===== config.mk =====
export PLATFORM = sky130hd
export DESIGN_NAME = redun_to_bin
export DESIGN_NICKNAME = d
export VERILOG_FILES = /design/src/rtl/redun_to_bin.sv
export SDC_FILE = /design/constraint.sdc
export NUM_CORES = 1
export LEC_CHECK = 0
export BUFFER_PORTS_ARGS = -buffer_cell sky130_fd_sc_hd__buf_4
export CAP_MARGIN = 20
export CORE_MARGIN = 1
export CORE_UTILIZATION = 50
export DETAILED_ROUTE_END_ITERATION = 7
export PLACE_DENSITY_LB_ADDON = 0.2
export SETUP_SLACK_MARGIN = 0.05
export SLEW_MARGIN = 20
export SYNTH_ARGS = -nofsm -noshare
export SYNTH_HDL_FRONTEND = slang
export SYNTH_SLANG_ARGS = --single-unit
export TNS_END_PERCENT = 50

===== constraint.sdc =====
create_clock -name i_clk -period 3.2 [get_ports i_clk]
set_input_delay 0.48 -clock i_clk [delete_from_list [all_inputs] [get_ports i_clk]]
set_output_delay 0.48 -clock i_clk [all_outputs]
set_load 0.01 [all_outputs]

===== src/rtl/redun_to_bin.sv =====
// Converts a redundant-form operand (per-word coefficients with extra carry bits)
// into a fully reduced binary value: word-serial carry propagation, then bounded modular subtraction.
module redun_to_bin #(
  parameter int                               WORD_BITS       = 8,
  parameter int                               NUM_WORDS       = 4,
  parameter int                               REDUN_WORD_BITS = 1,
  parameter logic [WORD_BITS*NUM_WORDS-1:0]   MODULUS         = 128,
  parameter int                               MAX_SUB         = 4,
  localparam int                              I_WORD          = NUM_WORDS + 1,
  localparam int                              COEF_BITS       = WORD_BITS + REDUN_WORD_BITS,
  localparam int                              ACC_BITS        = I_WORD * WORD_BITS + REDUN_WORD_BITS
) (
  input  logic                                i_clk,
  input  logic                                i_rst_n,
  input  logic                                i_val,
  output logic                                o_rdy,
  input  logic [I_WORD-1:0][COEF_BITS-1:0]    i_dat,
  output logic                                o_val,
  input  logic                                i_rdy,
  output logic [WORD_BITS*NUM_WORDS-1:0]      o_dat,
  output logic                                o_err
);

  localparam int MOD_BITS = WORD_BITS * NUM_WORDS;
  localparam int CARRY_W  = REDUN_WORD_BITS + 1;
  // The final carry can reach 2^REDUN_WORD_BITS, so one bit above ACC_BITS keeps it lossless.
  localparam int ACC_W    = ACC_BITS + 1;
  localparam int SUM_W    = COEF_BITS + 1;
  localparam int IDX_W    = $clog2(I_WORD);
  localparam int CNT_W    = (MAX_SUB < 1) ? 1 : $clog2(MAX_SUB + 1);

  localparam logic [ACC_W-1:0] MOD_EXT  = {{(ACC_W - MOD_BITS){1'b0}}, MODULUS};
  localparam logic [IDX_W-1:0] LAST_IDX = IDX_W'(I_WORD - 1);
  localparam logic [CNT_W-1:0] MAX_CNT  = CNT_W'(MAX_SUB);

  typedef enum logic [1:0] {
    IDLE  = 2'd0,
    CARRY = 2'd1,
    SUB   = 2'd2,
    DONE  = 2'd3
  } state_e;

  state_e                          state_q, state_d;
  logic [I_WORD-1:0][COEF_BITS-1:0] dat_q, dat_d;
  logic [ACC_W-1:0]                acc_q, acc_d;
  logic [CARRY_W-1:0]              carry_q, carry_d;
  logic [IDX_W-1:0]                idx_q, idx_d;
  logic [CNT_W-1:0]                cnt_q, cnt_d;
  logic                            err_q, err_d;
  logic [SUM_W-1:0]                sum;

  always_comb begin
    // NOTE: every combinational output gets a default first so no path infers a latch.
    state_d = state_q;
    dat_d   = dat_q;
    acc_d   = acc_q;
    carry_d = carry_q;
    idx_d   = idx_q;
    cnt_d   = cnt_q;
    err_d   = err_q;
    sum     = '0;

    unique case (state_q)
      IDLE: begin
        if (i_val) begin
          dat_d   = i_dat;
          acc_d   = '0;
          carry_d = '0;
          idx_d   = '0;
          cnt_d   = '0;
          err_d   = 1'b0;
          state_d = CARRY;
        end
      end

      CARRY: begin
        for (int k = 0; k < I_WORD; k++) begin
          if (int'(idx_q) == k) begin
            sum = {1'b0, dat_q[k]} + SUM_W'(carry_q);
            acc_d[k*WORD_BITS +: WORD_BITS] = sum[WORD_BITS-1:0];
          end
        end
        carry_d = sum[SUM_W-1:WORD_BITS];
        if (idx_q == LAST_IDX) begin
          acc_d[ACC_W-1 -: CARRY_W] = carry_d;
          state_d = SUB;
        end else begin
          idx_d = idx_q + IDX_W'(1);
        end
      end

      SUB: begin
        if (acc_q >= MOD_EXT) begin
          if (cnt_q < MAX_CNT) begin
            acc_d = acc_q - MOD_EXT;
            cnt_d = cnt_q + CNT_W'(1);
          end else begin
            err_d   = 1'b1;
            state_d = DONE;
          end
        end else begin
          err_d   = 1'b0;
          state_d = DONE;
        end
      end

      DONE: begin
        if (i_rdy) state_d = IDLE;
      end

      default: state_d = IDLE;
    endcase
  end

  // NOTE: state registers use non-blocking assignments so all flops update together on the edge.
  always_ff @(posedge i_clk or negedge i_rst_n) begin
    if (!i_rst_n) begin
      state_q <= IDLE;
      dat_q   <= '0;
      acc_q   <= '0;
      carry_q <= '0;
      idx_q   <= '0;
      cnt_q   <= '0;
      err_q   <= 1'b0;
    end else begin
      state_q <= state_d;
      dat_q   <= dat_d;
      acc_q   <= acc_d;
      carry_q <= carry_d;
      idx_q   <= idx_d;
      cnt_q   <= cnt_d;
      err_q   <= err_d;
    end
  end

  assign o_rdy = (state_q == IDLE);
  assign o_val = (state_q == DONE);
  assign o_err = o_val & err_q;
  assign o_dat = o_val ? acc_q[MOD_BITS-1:0] : '0;

endmodule


==> load_flow_metrics.sql, run 1 <==
INSERT INTO impl_metrics (metric_group, metric, value, unit) VALUES
('setup_path', 'timing.critical_path.arrival', '2970', 'ps'),
('final_layout', 'antenna_cells_inserted', '0', ''),
('clock_tree', 'cts_buffers', '9', ''),
('logic_synthesis', 'post_synth_inst_count', '663', ''),
('routing', 'viasPerCell', '6.29', ''),
('sta', 'drv_slew', '0', ''),
('logic_synthesis', 'most_used_standard_cell_by_instance_count_after_synthesis', 'sky130_fd_sc_hd__dfrtp_1', ''),
('die', 'die_w', '115', 'um'),
('die', 'die-height', '115', 'um'),
('worst_hold_path', 'min-delay-path-class', 'input port to asynchronous set/reset pin', ''),
('sta', 'least_setup_slack_across_all_paths_after_layout', '502', 'ps'),
('logic_synthesis', 'syn_area_per_cell', '9.62', 'um2'),
('setup_path', 'crit_fanout', '9', ''),
('logic_synthesis', 'synthXorXnorAreaFrac', '4.67', '%'),
('setup_path', 'critPathBufInv', '1', ''),
('sta', 'fmax', '371', 'MHz'),
('sta', 'hold-worst-slack', '146', 'ps'),
('routing', 'route.detailed.drc', '0', ''),
('placed_design', 'dp_slack', '593', 'ps'),
('logic_synthesis', 'number_of_flops_mapped_to_enable_cells_by_yosys', '0', ''),
('logic_synthesis', 'synth_largest_area_cell', 'sky130_fd_sc_hd__dfrtp_1', ''),
('clock_tree', 'clock_path_buffers', '2', ''),
('sta', 'rsz0062_at_grt', 'false', ''),
('logic_synthesis', 'share_of_flip_flops_with_an_asynchronous_set_or_reset', '100', '%'),
('placed_design', 'post_dp_hpwl', '13500', 'um'),
('routing', 'number_of_nets_still_failing_antenna_checks_after_routing', '0', ''),
('clock_tree', 'clock_insertion_delay_worst_skew', '360', 'ps'),
('final_layout', 'synthToLayoutAreaGrowth', '18.2', '%'),
('placed_design', 'final_estimated_routing_congestion_in_global_placement', '0.944', ''),
('sta', 'final_min_period', '2700', 'ps'),
('final_layout', 'utilization', '61.7', '%'),
('setup_path', 'critical-path-top-delay-family', 'simple AND/OR/NAND/NOR gates', ''),
('sta', 'timing.clock.skew', '7.75', 'ps'),
('final_layout', 'drive_gt1_share', '25.0', '%'),
('sta', 'final_min_period_over_clock_period', '84.3', '%'),
('routing', 'drt_pass1_iterations', '6', ''),
('clock_tree', 'total_setup_buffers_inserted_after_cts', '0', ''),
('routing', 'routed_wirelength_normalized_by_instance_count', '20.3', 'um'),
('pwr', 'p_per_area', '1120', 'nW/um2'),
('outcome', 'run_status', 'finished, final reports clean', ''),
('final_layout', 'layout.filler_cells', '1118', ''),
('logic_synthesis', 'yosys.area_share.adder', '5.69', '%'),
('logic_synthesis', 'postSynthRegisterBits', '98', ''),
('clock_tree', 'tritoncts', 'done', ''),
('die', 'pin_count', '84', ''),
('sta', 'final_setup_violations', '0', ''),
('logic_synthesis', 'mappedNetlistNets', '738', ''),
('die', 'design.die.area', '13200', 'um2'),
('logic_synthesis', 'flip_flop_cell_with_the_highest_count_after_synthesis', 'sky130_fd_sc_hd__dfrtp_1', ''),
('global_routing', 'number_of_global_route_vias_before_repair', '5614', ''),
('setup_path', 'setup.worst_path.start_class', 'register', ''),
('setup_path', 'criticalPathCategory', 'register to register', ''),
('logic_synthesis', 'syn_area', '6370', 'um2'),
('logic_synthesis', 'synth-compound-area-share', '18.5', '%'),
('logic_synthesis', 'synth_common_cells', '98 x sky130_fd_sc_hd__dfrtp_1, 47 x sky130_fd_sc_hd__mux2_2, 42 x sky130_fd_sc_hd__nand2_1, 42 x sky130_fd_sc_hd__o21ai_0, 37 x sky130_fd_sc_hd__and2_1', ''),
('logic_synthesis', 'main_combinational_cell_family_by_area_after_synthesis', 'simple AND/OR/NAND/NOR gates', ''),
('clock_tree', 'clockRootBuffer', 'sky130_fd_sc_hd__clkbuf_16', ''),
('setup_path', 'worstPathCellList', 'inv_1 -> ha_1 -> and2_1 -> nand2_1 -> nor4_1 -> a22oi_1 -> o21ai_0', ''),
('final_layout', 'fin_nets', '818', ''),
('clock_tree', 'post_cts.resized_instances', '0', ''),
('job', 'drv.max_cap_violation_count', '0', ''),
('sta', 'timing.max_slew.rel_slack', '41.8', '%'),
('logic_synthesis', 'yosys_warnings', '0', ''),
('final_layout', 'layout.cells.non_filler', '915', ''),
('routing', 'routed_wl', '18600', 'um'),
('logic_synthesis', 'part_of_the_yosys_area_used_for_sequential_elements', '38.5', '%'),
('logic_synthesis', 'synth.mux.area_fraction', '8.62', '%'),
('global_routing', 'grt_max_degree', '52', ''),
('placed_design', 'port-buffer-count', '83', ''),
('die', 'rows', '40', ''),
('global_routing', 'global_route.usage.total', '29.6', '%');
[cell type report]
class	count	share of cell area, %
clock inverters	2	0.465
flip-flops and latches	98	32.5
repair buffers	108	10.9
inverters	22	1.10
multi-input cells	504	48.6
clock buffers	13	3.59
well taps	168	2.79
[worst paths after layout]
path                                              from                      to  depth (start not counted)
worst max-delay path            state_q[0]$_DFFE_PN0P_   acc_q[37]$_DFFE_PN0P_                          7
worst max register to register  state_q[0]$_DFFE_PN0P_   acc_q[37]$_DFFE_PN0P_                          7
worst min register to register    acc_q[1]$_DFFE_PN0P_    acc_q[1]$_DFFE_PN0P_                          2
min in group i_clk                           i_dat[13]   dat_q[13]$_DFFE_PN0P_                          2
worst min-delay path                           i_rst_n   acc_q[34]$_DFFE_PN0P_                          1
max in group asynchronous                      i_rst_n  carry_q[1]$_DFFE_PN0P_                          2
[where the power goes]
| part | total (mW) | internal [mW] | switching [mW] |
|---|---|---|---|
| clock | 1.13 | 0.665 | 0.467 |
| sequential | 2.40 | 1.77 | 0.629 |
| combinational | 4.93 | 1.96 | 2.98 |
| total | 8.46 | 4.39 | 4.07 |
[metal layers]
metal / share of wire [%] / track usage [%]
met5: 0 / 0
met4: 2.8 / 12.5
met3: 8.4 / 5.64
met2: 47 / 46.9
met1: 42 / 39.9
[cell usage in the layout, fill, tap and decap left out, types with 9 or more instances in the layout]
master / Yosys / final
sky130_fd_sc_hd__a21oi_1: 22 / 22
sky130_fd_sc_hd__a22oi_1: 9 / 9
sky130_fd_sc_hd__a31oi_1: 11 / 11
sky130_fd_sc_hd__and2_1: 37 / 37
sky130_fd_sc_hd__buf_4: 1 / 107
sky130_fd_sc_hd__clkbuf_16: 0 / 9
sky130_fd_sc_hd__dfrtp_1: 98 / 98
sky130_fd_sc_hd__ha_1: 21 / 21
sky130_fd_sc_hd__inv_1: 21 / 21
sky130_fd_sc_hd__mux2_2: 47 / 47
sky130_fd_sc_hd__nand2_1: 42 / 41
sky130_fd_sc_hd__nand3_1: 31 / 31
sky130_fd_sc_hd__nand4_1: 14 / 14
sky130_fd_sc_hd__nor2_1: 31 / 31
sky130_fd_sc_hd__nor3_1: 15 / 15
sky130_fd_sc_hd__nor4_1: 9 / 9
sky130_fd_sc_hd__o21ai_0: 42 / 42
sky130_fd_sc_hd__o31ai_1: 21 / 21
sky130_fd_sc_hd__xnor2_1: 23 / 23
sky130_fd_sc_hd__xor2_1: 11 / 11
[logic make-up (layout without fill, tap and decap cells)]
family	count (synthesis)	in the layout
XOR/XNOR	34	34
buffers and inverters	61	145
AO/OA/AOI/OAI	169	169
multiplexers	49	49
adder cells (fa/ha/maj)	26	26
flip-flops	98	98
AND/OR/NAND/NOR	226	226
[through the flow]
| step | power [mW] | instance area (um2) |
|---|---|---|
| finish | 8.46 | 7540 |
| global route | 9.01 | 7540 |
| CTS | 8.37 | 7540 |
| detailed placement | 7.19 | 7230 |
| global placement | 7.08 | 7230 |
| floorplan | 5.67 | 6370 |
[registers in the layout, summed over array words and instances (netlist names)]
name and flops:
idx_q 3, cnt_q 3, dat_q 45, err_q 1
carry_q 2, acc_q 42, state_q 2
[worst register-to-register path, delay by kind of cell, from the launching register on]
family | cells | cell delay (ps)
and+or+nand+nor | 3 | 1260
adders and majority gates | 1 | 440
DFF | 1 | 420
AOI/OAI and AO/OA | 2 | 400
buffers and inverters | 1 | 100
(Power assumes the default switching activity.)
==> run 2, diff against run 1 <==
--- a/config.mk
+++ b/config.mk
@@ -5,6 +5,7 @@
 export SDC_FILE = /design/constraint.sdc
 export NUM_CORES = 1
 export LEC_CHECK = 0
+export ABC_AREA = 1
 export BUFFER_PORTS_ARGS = -buffer_cell sky130_fd_sc_hd__buf_4
 export CAP_MARGIN = 20
 export CORE_MARGIN = 1
==> constraint.sdc (replaced) <==
create_clock -name i_clk -period 2.63 [get_ports i_clk]
set_input_delay 0.3945 -clock i_clk [delete_from_list [all_inputs] [get_ports i_clk]]
set_output_delay 0.3945 -clock i_clk [all_outputs]
set_load 0.01 [all_outputs]
==> run 2 against run 1 <==
Total power up 20%. Critical path depth up 8. Worst setup slack worse by 160 ps. Global-route usage down 2.2 points. Utilization down 0.38 points. Critical path type unchanged. Largest cell class unchanged. Highest routed layer unchanged.
==> load_flow_metrics.sql, run 2 <==
INSERT INTO impl_metrics (metric_group, metric, value, unit) VALUES
('outcome', 'run_status', 'finished, final reports clean', ''),
('die', 'die-height', '118', 'um'),
('logic_synthesis', 'postSynthRegisterBits', '98', ''),
('sta', 'hold_viol', '0', ''),
('worst_hold_path', 'min-delay-path-class', 'input port to asynchronous set/reset pin', ''),
('global_routing', 'number_of_global_route_vias_before_repair', '6034', ''),
('clock_tree', 'tritoncts_num_sinks', '98', ''),
('logic_synthesis', 'post_synth_inst_count', '991', ''),
('clock_tree', 'clkTransAtPathRegs', '70', 'ps'),
('sta', 'rsz0062_at_grt', 'false', ''),
('final_layout', 'most_frequent_cells_in_the_layout', '343 x sky130_fd_sc_hd__nand2_1, 127 x sky130_fd_sc_hd__inv_1, 98 x sky130_fd_sc_hd__dfrtp_1', ''),
('clock_tree', 'cts_buffers', '9', ''),
('setup_path', 'r2r_end', 'acc_q[40]$_DFFE_PN0P_', ''),
('sta', 'worst_margin_pin_slew', '677', 'ps'),
('routing', 'routed_wirelength_normalized_by_instance_count', '14.6', 'um'),
('logic_synthesis', 'synth.mux.area_fraction', '0', '%'),
('job', 'drv.max_cap_violation_count', '0', ''),
('final_layout', 'drive_gt1_share', '13.7', '%'),
('clock_tree', 'total_setup_buffers_inserted_after_cts', '0', ''),
('placed_design', 'final_estimated_routing_congestion_in_global_placement', '0.942', ''),
('clock_tree', 'post_cts.resized_instances', '0', ''),
('setup_path', 'timing.critical_path.arrival', '2550', 'ps'),
('setup_path', 'cp.required', '2890', 'ps'),
('final_layout', 'synthToLayoutAreaGrowth', '17.8', '%'),
('final_layout', 'largest_register_ffs', '45', ''),
('routing', 'drt_pass1_iterations', '7', ''),
('die', 'start_util', '52.1', '%'),
('logic_synthesis', 'top_cell_type_s_share_of_synthesized_area', '36.7', '%'),
('routing', 'routed-via-count', '6590', ''),
('die', 'design.die.area', '13800', 'um2'),
('setup_path', 'critical_path.most_common_cell', 'sky130_fd_sc_hd__nand2_1', ''),
('clock_tree', 'htree_num_levels', '3', ''),
('sta', 'drv_slew', '0', ''),
('logic_synthesis', 'main_combinational_cell_family_by_area_after_synthesis', 'simple AND/OR/NAND/NOR gates', ''),
('logic_synthesis', 'yosys_warnings', '0', ''),
('setup_path', 'crit_fanout', '6', ''),
('sta', 'fmax', '437', 'MHz'),
('global_routing', 'global_route.usage.total', '27.4', '%'),
('logic_synthesis', 'mappedNetlistNets', '1066', ''),
('final_layout', 'layout.filler_cells', '1222', ''),
('logic_synthesis', 'synth_simple_gate_area_share', '35.0', '%'),
('sta', 'final_min_period', '2290', 'ps'),
('pwr', 'leakagePower', '4.23', 'nW'),
('final_layout', 'antenna_cells_inserted', '0', ''),
('global_routing', 'grt_max_degree', '99', ''),
('logic_synthesis', 'number_of_flops_mapped_to_enable_cells_by_yosys', '0', ''),
('routing', 'drt_iter0_markers', '546', ''),
('routing', 'routed_wl', '18300', 'um'),
('global_routing', 'antenna_violations_before_repair', '0', ''),
('global_routing', 'globalRouteOverflowTotal', '0', ''),
('routing', 'viasPerCell', '5.27', ''),
('final_layout', 'reg.largest.list', 'dat_q: 45 flops, acc_q: 42 flops', ''),
('clock_tree', 'clockRootBuffer', 'sky130_fd_sc_hd__clkbuf_16', ''),
('logic_synthesis', 'flip_flop_cell_with_the_highest_count_after_synthesis', 'sky130_fd_sc_hd__dfrtp_1', ''),
('die', 'pin_count', '84', ''),
('logic_synthesis', 'synth_common_cells', '343 x sky130_fd_sc_hd__nand2_1, 127 x sky130_fd_sc_hd__inv_1, 98 x sky130_fd_sc_hd__dfrtp_1', ''),
('logic_synthesis', 'synthXorXnorAreaFrac', '0.787', '%'),
('die', 'core', '12800', 'um2'),
('logic_synthesis', 'part_of_the_yosys_area_used_for_sequential_elements', '36.7', '%'),
('logic_synthesis', 'synth_largest_area_cell', 'sky130_fd_sc_hd__dfrtp_1', ''),
('die', 'rows', '41', ''),
('sta', 'timing.max_slew.rel_slack', '54.8', '%'),
('setup_path', 'worstPathCellList', 'ha_1 -> inv_1 -> fa_1 -> nor2_1 -> nand2_1 -> nand2_1 -> nand3_1 -> nand2_1 -> inv_1 -> nand2_1 -> nand2_1 -> nand2_1 -> nand3_1 -> nand2_1 -> nand2_1', ''),
('logic_synthesis', 'syn_area', '6680', 'um2'),
('sta', 'final_min_period_over_clock_period', '87.0', '%'),
('final_layout', 'fin_nets', '1148', ''),
('clock_tree', 'clock_path_buffers', '2', ''),
('logic_synthesis', 'yosys.area_share.adder', '5.43', '%'),
('setup_path', 'critical_path.endpoint_type', 'register', ''),
('pwr', 'worst_ir_drop_vdd', '682', 'uV'),
('logic_synthesis', 'yosysUniqueCellTypes', '37', ''),
('setup_path', 'setup.worst_path.start_class', 'register', ''),
('placed_design', 'post_dp_hpwl', '13700', 'um'),
('setup_path', 'critical-path-top-delay-family', 'simple AND/OR/NAND/NOR gates', ''),
('die', 'die_w', '118', 'um'),
('setup_path', 'worst-path-stages', '15', ''),
('setup_path', 'r2r_slack', '340', 'ps'),
('setup_path', 'critical-path-max-stage-delay', '520', 'ps'),
('sta', 'fin_tns_setup', '0', 'ps'),
('setup_path', 'critical_path.slowest_cell', 'sky130_fd_sc_hd__dfrtp_1', ''),
('logic_synthesis', 'share_of_flip_flops_with_an_asynchronous_set_or_reset', '100', '%'),
('routing', 'route.detailed.drc', '0', ''),
('setup_path', 'crit_start', 'carry_q[0]$_DFFE_PN0P_', ''),
('routing', 'number_of_nets_still_failing_antenna_checks_after_routing', '0', ''),
('logic_synthesis', 'synth.top_cells.by_area', 'sky130_fd_sc_hd__dfrtp_1 37%, sky130_fd_sc_hd__nand2_1 19%, sky130_fd_sc_hd__inv_1 7.1%', ''),
('setup_path', 'reg2reg_from', 'carry_q[0]$_DFFE_PN0P_', ''),
('setup_path', 'critPathBufInv', '2', ''),
('setup_path', 'timing.critical_path.to', 'acc_q[40]$_DFFE_PN0P_', ''),
('setup_path', 'criticalPathCategory', 'register to register', ''),
('logic_synthesis', 'syn_area_per_cell', '6.74', 'um2'),
('pwr', 'p_per_area', '1290', 'nW/um2'),
('logic_synthesis', 'synth-compound-area-share', '13.1', '%'),
('placed_design', 'port-buffer-count', '83', ''),
('final_layout', 'utilization', '61.3', '%'),
('clock_tree', 'cts.hold.buffers_added', '0', ''),
('setup_path', 'worst-r2r-cell-count', '15', ''),
('sta', 'final_setup_violations', '0', ''),
('final_layout', 'regMostFlops', 'dat_q', ''),
('clock_tree', 'tritoncts', 'done', ''),
('global_routing', 'grt_first_pass_wirelength', '29900', 'um'),
('logic_synthesis', 'most_used_standard_cell_by_instance_count_after_synthesis', 'sky130_fd_sc_hd__nand2_1', ''),
('clock_tree', 'clock_insertion_delay_worst_skew', '360', 'ps'),
('final_layout', 'final_common_cell', 'sky130_fd_sc_hd__nand2_1', ''),
('pwr', 'total_power', '10.2', 'mW'),
('sta', 'timing.clock.skew', '7.48', 'ps');
## run 2: cell types whose count changed in the layout (fill, tap and decap cells not counted), sizes merged, moves of 20 or more
cell | previous run | this run
and2 | 37 | 0
inv | 21 | 130
mux2 | 47 | 0
nand2 | 42 | 347
nand3 | 31 | 72
nor2 | 32 | 104
o21ai | 43 | 95
xnor2 | 23 | 3
## run 2: metal layers
layer	vias up	wire, um	global-route usage, %
met5	-	0	0
met4	0	458	8.89
met3	32	1060	5.38
met2	214	8530	44.3
met1	3011	8230	36.8
li1	3333	-	-
## run 2: power breakdown
part / leakage (nW) / switching (mW) / total, mW / internal (mW)
Clock: 0.167 / 0.599 / 1.53 / 0.933
Sequential: 1.28 / 0.725 / 2.86 / 2.13
Combinational: 2.79 / 3.88 / 5.76 / 1.88
Total: 4.23 / 5.20 / 10.2 / 4.95
## run 2: layout make-up
type | instances | area (um2) | share of cell area (%)
Multi-Input combinational cell | 738 | 3620 | 46.1
Sequential cell | 98 | 2450 | 31.2
Timing Repair Buffer | 96 | 746 | 9.48
Inverter | 130 | 488 | 6.20
Clock buffer | 10 | 229 | 2.91
Tap cell | 172 | 215 | 2.74
Clock inverter | 6 | 113 | 1.43
## run 2: worst min path at each step
stage | start | endpoint | depth (start not counted)
final | i_rst_n | dat_q[12]$_DFFE_PN0P_ | 2
after global routing | i_rst_n | dat_q[15]$_DFFE_PN0P_ | 2
after CTS | i_rst_n | dat_q[18]$_DFFE_PN0P_ | 2
after detailed placement | acc_q[4]$_DFFE_PN0P_ | acc_q[4]$_DFFE_PN0P_ | 2
after global placement | acc_q[3]$_DFFE_PN0P_ | acc_q[3]$_DFFE_PN0P_ | 1
after floorplan | i_rst_n | acc_q[0]$_DFFE_PN0P_ | 0
## run 2: logic make-up after synthesis
kind of cell    Yosys count
compound gates          153
xor+xnor                  6
fa+ha+maj                26
buf+inv                 155
flops                    98
simple gates            553
## run 2: stage by stage
step	area [um2]	setup WS [ps]	hold WS [ps]	cells
6_report	7870	343	85.7	1250
2_1_floorplan	6680	635	98.9	991
4_1_cts	7870	391	122	1250
5_1_grt	7870	178	145	1250
3_5_place_dp	7520	395	486	1234
3_3_place_gp	7520	489	483	1234
==> run 3, diff against run 2 <==
--- a/config.mk
+++ b/config.mk
@@ -10,6 +10,7 @@
 export CAP_MARGIN = 20
 export CORE_MARGIN = 1
 export CORE_UTILIZATION = 50
+export CTS_BUF_LIST = sky130_fd_sc_hd__clkbuf_8 sky130_fd_sc_hd__clkbuf_16
 export DETAILED_ROUTE_END_ITERATION = 7
 export PLACE_DENSITY_LB_ADDON = 0.2
 export SETUP_SLACK_MARGIN = 0.05
==> run 3 against run 2 <==
Utilization did not move. Critical path type unchanged. Critical path depth did not move. Worst hold slack barely moved. Total power about the same. Non-clock buffer count is the same. Sequential power about the same. First-iteration DRC count unchanged. Combinational power about the same. Highest routed layer unchanged. Worst setup slack worse by 0.55 ps.
==> load_flow_metrics.sql, run 3 (synthesized netlist as in run 2, its figures left out) <==
INSERT INTO impl_metrics (metric_group, metric, value, unit) VALUES
('clock_tree', 'cts.hold.buffers_added', '0', ''),
('global_routing', 'global_route.usage.total', '27.4', '%'),
('routing', 'routed_wl', '18300', 'um'),
('sta', 'worst_margin_pin_slew', '677', 'ps'),
('final_layout', 'most_frequent_cells_in_the_layout', '343 x sky130_fd_sc_hd__nand2_1, 128 x sky130_fd_sc_hd__inv_1, 98 x sky130_fd_sc_hd__dfrtp_1', ''),
('pwr', 'total_power', '10.1', 'mW'),
('setup_path', 'crit_fanout', '6', ''),
('routing', 'viasPerCell', '5.27', ''),
('clock_tree', 'clock_insertion_delay_worst_skew', '360', 'ps'),
('routing', 'number_of_nets_still_failing_antenna_checks_after_routing', '0', ''),
('global_routing', 'number_of_global_route_vias_before_repair', '6034', ''),
('routing', 'route.detailed.drc', '0', ''),
('clock_tree', 'total_setup_buffers_inserted_after_cts', '0', ''),
('final_layout', 'antenna_cells_inserted', '0', ''),
('placed_design', 'port-buffer-count', '83', ''),
('final_layout', 'drive_gt1_share', '13.7', '%'),
('sta', 'hold_viol', '0', ''),
('clock_tree', 'clkTransAtPathRegs', '70', 'ps'),
('final_layout', 'largest_register_ffs', '45', ''),
('sta', 'final_min_period', '2290', 'ps'),
('sta', 'timing.clock.skew', '7.53', 'ps'),
('routing', 'routed-via-count', '6590', ''),
('sta', 'timing.max_slew.rel_slack', '54.8', '%'),
('job', 'drv.max_cap_violation_count', '0', ''),
('clock_tree', 'htree_num_levels', '3', ''),
('pwr', 'combPwrFrac', '56.8', '%'),
('die', 'die-height', '118', 'um'),
('sta', 'final_setup_violations', '0', ''),
('die', 'core', '12800', 'um2'),
('pwr', 'netSwitchingFraction', '51.3', '%'),
('worst_hold_path', 'min-delay-path-class', 'input port to asynchronous set/reset pin', ''),
('final_layout', 'multiInputGateArea', '3620', 'um2'),
('setup_path', 'setup.worst_path.start_class', 'register', ''),
('final_layout', 'synthToLayoutAreaGrowth', '17.8', '%'),
('sta', 'final_min_period_over_clock_period', '87.0', '%'),
('global_routing', 'grt_max_degree', '99', ''),
('pwr', 'p_per_area', '1290', 'nW/um2'),
('clock_tree', 'clock_path_buffers', '2', ''),
('clock_tree', 'clockRootBuffer', 'sky130_fd_sc_hd__clkbuf_16', ''),
('clock_tree', 'cts_buffers', '9', ''),
('sta', 'rsz0062_at_grt', 'false', ''),
('die', 'design.die.area', '13800', 'um2'),
('sta', 'drv_slew', '0', ''),
('die', 'pin_count', '84', ''),
('sta', 'fmax', '437', 'MHz'),
('global_routing', 'globalRouteOverflowTotal', '0', ''),
('pwr', 'clock_power_share', '15.1', '%'),
('sta', 'fin_tns_setup', '0', 'ps'),
('routing', 'drt_pass1_iterations', '7', ''),
('outcome', 'run_status', 'finished, final reports clean', ''),
('clock_tree', 'tritoncts', 'done', ''),
('clock_tree', 'tritoncts_num_sinks', '98', ''),
('die', 'rows', '41', ''),
('setup_path', 'timing.critical_path.arrival', '2550', 'ps'),
('pwr', 'net-switching-power', '5.20', 'mW'),
('final_layout', 'regMostFlops', 'dat_q', ''),
('setup_path', 'critical_path.endpoint_type', 'register', ''),
('clock_tree', 'post_cts.resized_instances', '0', ''),
('die', 'start_util', '52.1', '%'),
('routing', 'routed_wirelength_normalized_by_instance_count', '14.6', 'um'),
('final_layout', 'final-seq-area', '2450', 'um2'),
('pwr', 'worst_ir_drop_vdd', '682', 'uV'),
('pwr', 'leakagePower', '4.24', 'nW'),
('global_routing', 'grt_first_pass_wirelength', '29900', 'um'),
('setup_path', 'criticalPathCategory', 'register to register', ''),
('die', 'die_w', '118', 'um'),
('placed_design', 'final_estimated_routing_congestion_in_global_placement', '0.942', ''),
('final_layout', 'layout.filler_cells', '1222', ''),
('final_layout', 'fin_nets', '1148', ''),
('pwr', 'power_report.internal_total', '4.94', 'mW'),
('setup_path', 'cp.required', '2890', 'ps'),
('global_routing', 'antenna_violations_before_repair', '0', ''),
('pwr', 'seq_power_share', '28.2', '%'),
('placed_design', 'post_dp_hpwl', '13700', 'um'),
('routing', 'drt_iter0_markers', '546', ''),
('final_layout', 'reg.largest.list', 'dat_q: 45 flops, acc_q: 42 flops', ''),
('final_layout', 'final_common_cell', 'sky130_fd_sc_hd__nand2_1', '');
[run 3: layout make-up]
class	instances	area share, %
Clock inverter	7	1.48
Sequential cell	98	31.2
Tap cell	172	2.74
Multi-Input combinational cell	738	46.1
Clock buffer	9	2.86
Timing Repair Buffer	96	9.48
Inverter	130	6.20
[run 3: worst paths after layout]
| path | startpoint | end | slack, ps | cells after the start |
|---|---|---|---|---|
| setup / recovery | carry_q[0]$_DFFE_PN0P_ | acc_q[40]$_DFFE_PN0P_ | 340 | 15 |
| hold / removal | i_rst_n | dat_q[12]$_DFFE_PN0P_ | 90 | 2 |
| setup reg to reg | carry_q[0]$_DFFE_PN0P_ | acc_q[40]$_DFFE_PN0P_ | 340 | 15 |
| hold reg to reg | acc_q[4]$_DFFE_PN0P_ | acc_q[4]$_DFFE_PN0P_ | 500 | 2 |
| max in group asynchronous | i_rst_n | acc_q[36]$_DFFE_PN0P_ | 2140 | 2 |
| min in group i_clk | i_dat[28] | dat_q[28]$_DFFE_PN0P_ | 230 | 3 |
[run 3: per-layer routing]
layer | wire length [um] | track usage (%)
met1 | 8230 | 36.8
met2 | 8530 | 44.3
met3 | 1060 | 5.38
met4 | 458 | 8.89
met5 | 0 | 0
[run 3: power by group through the flow]
stage | logic, mW | registers [mW] | clock network, mW
6_report | 5.76 | 2.86 | 1.53
5_1_grt | 6.50 | 2.94 | 1.61
4_1_cts | 5.72 | 2.84 | 1.55
3_5_place_dp | 5.68 | 2.85 | 0
3_3_place_gp | 5.60 | 2.85 | 0
2_1_floorplan | 4.28 | 2.63 | 0
[run 3: worst max-delay path, cell delays in order, from the launching register on]
cell	delay (ps)
sky130_fd_sc_hd__dfrtp_1	520
sky130_fd_sc_hd__ha_1	230
sky130_fd_sc_hd__inv_1	70
sky130_fd_sc_hd__fa_1	410
sky130_fd_sc_hd__nor2_1	310
sky130_fd_sc_hd__nand2_1	90
sky130_fd_sc_hd__nand2_1	60
sky130_fd_sc_hd__nand3_1	60
sky130_fd_sc_hd__nand2_1	60
sky130_fd_sc_hd__inv_1	30
sky130_fd_sc_hd__nand2_1	40
sky130_fd_sc_hd__nand2_1	40
sky130_fd_sc_hd__nand2_1	90
sky130_fd_sc_hd__nand3_1	70
sky130_fd_sc_hd__nand2_1	60
sky130_fd_sc_hd__nand2_1	40
[run 3: metrics by stage]
stage	instances	area [um2]	hold WS (ps)	utilization, %	setup slack (ps)
2_1_floorplan	991	6680	98.9	-	635
3_3_place_gp	1234	7520	483	58.7	489
3_5_place_dp	1234	7520	486	58.7	395
4_1_cts	1250	7870	122	61.3	391
5_1_grt	1250	7870	145	61.3	178
6_report	1250	7870	85.7	61.3	342
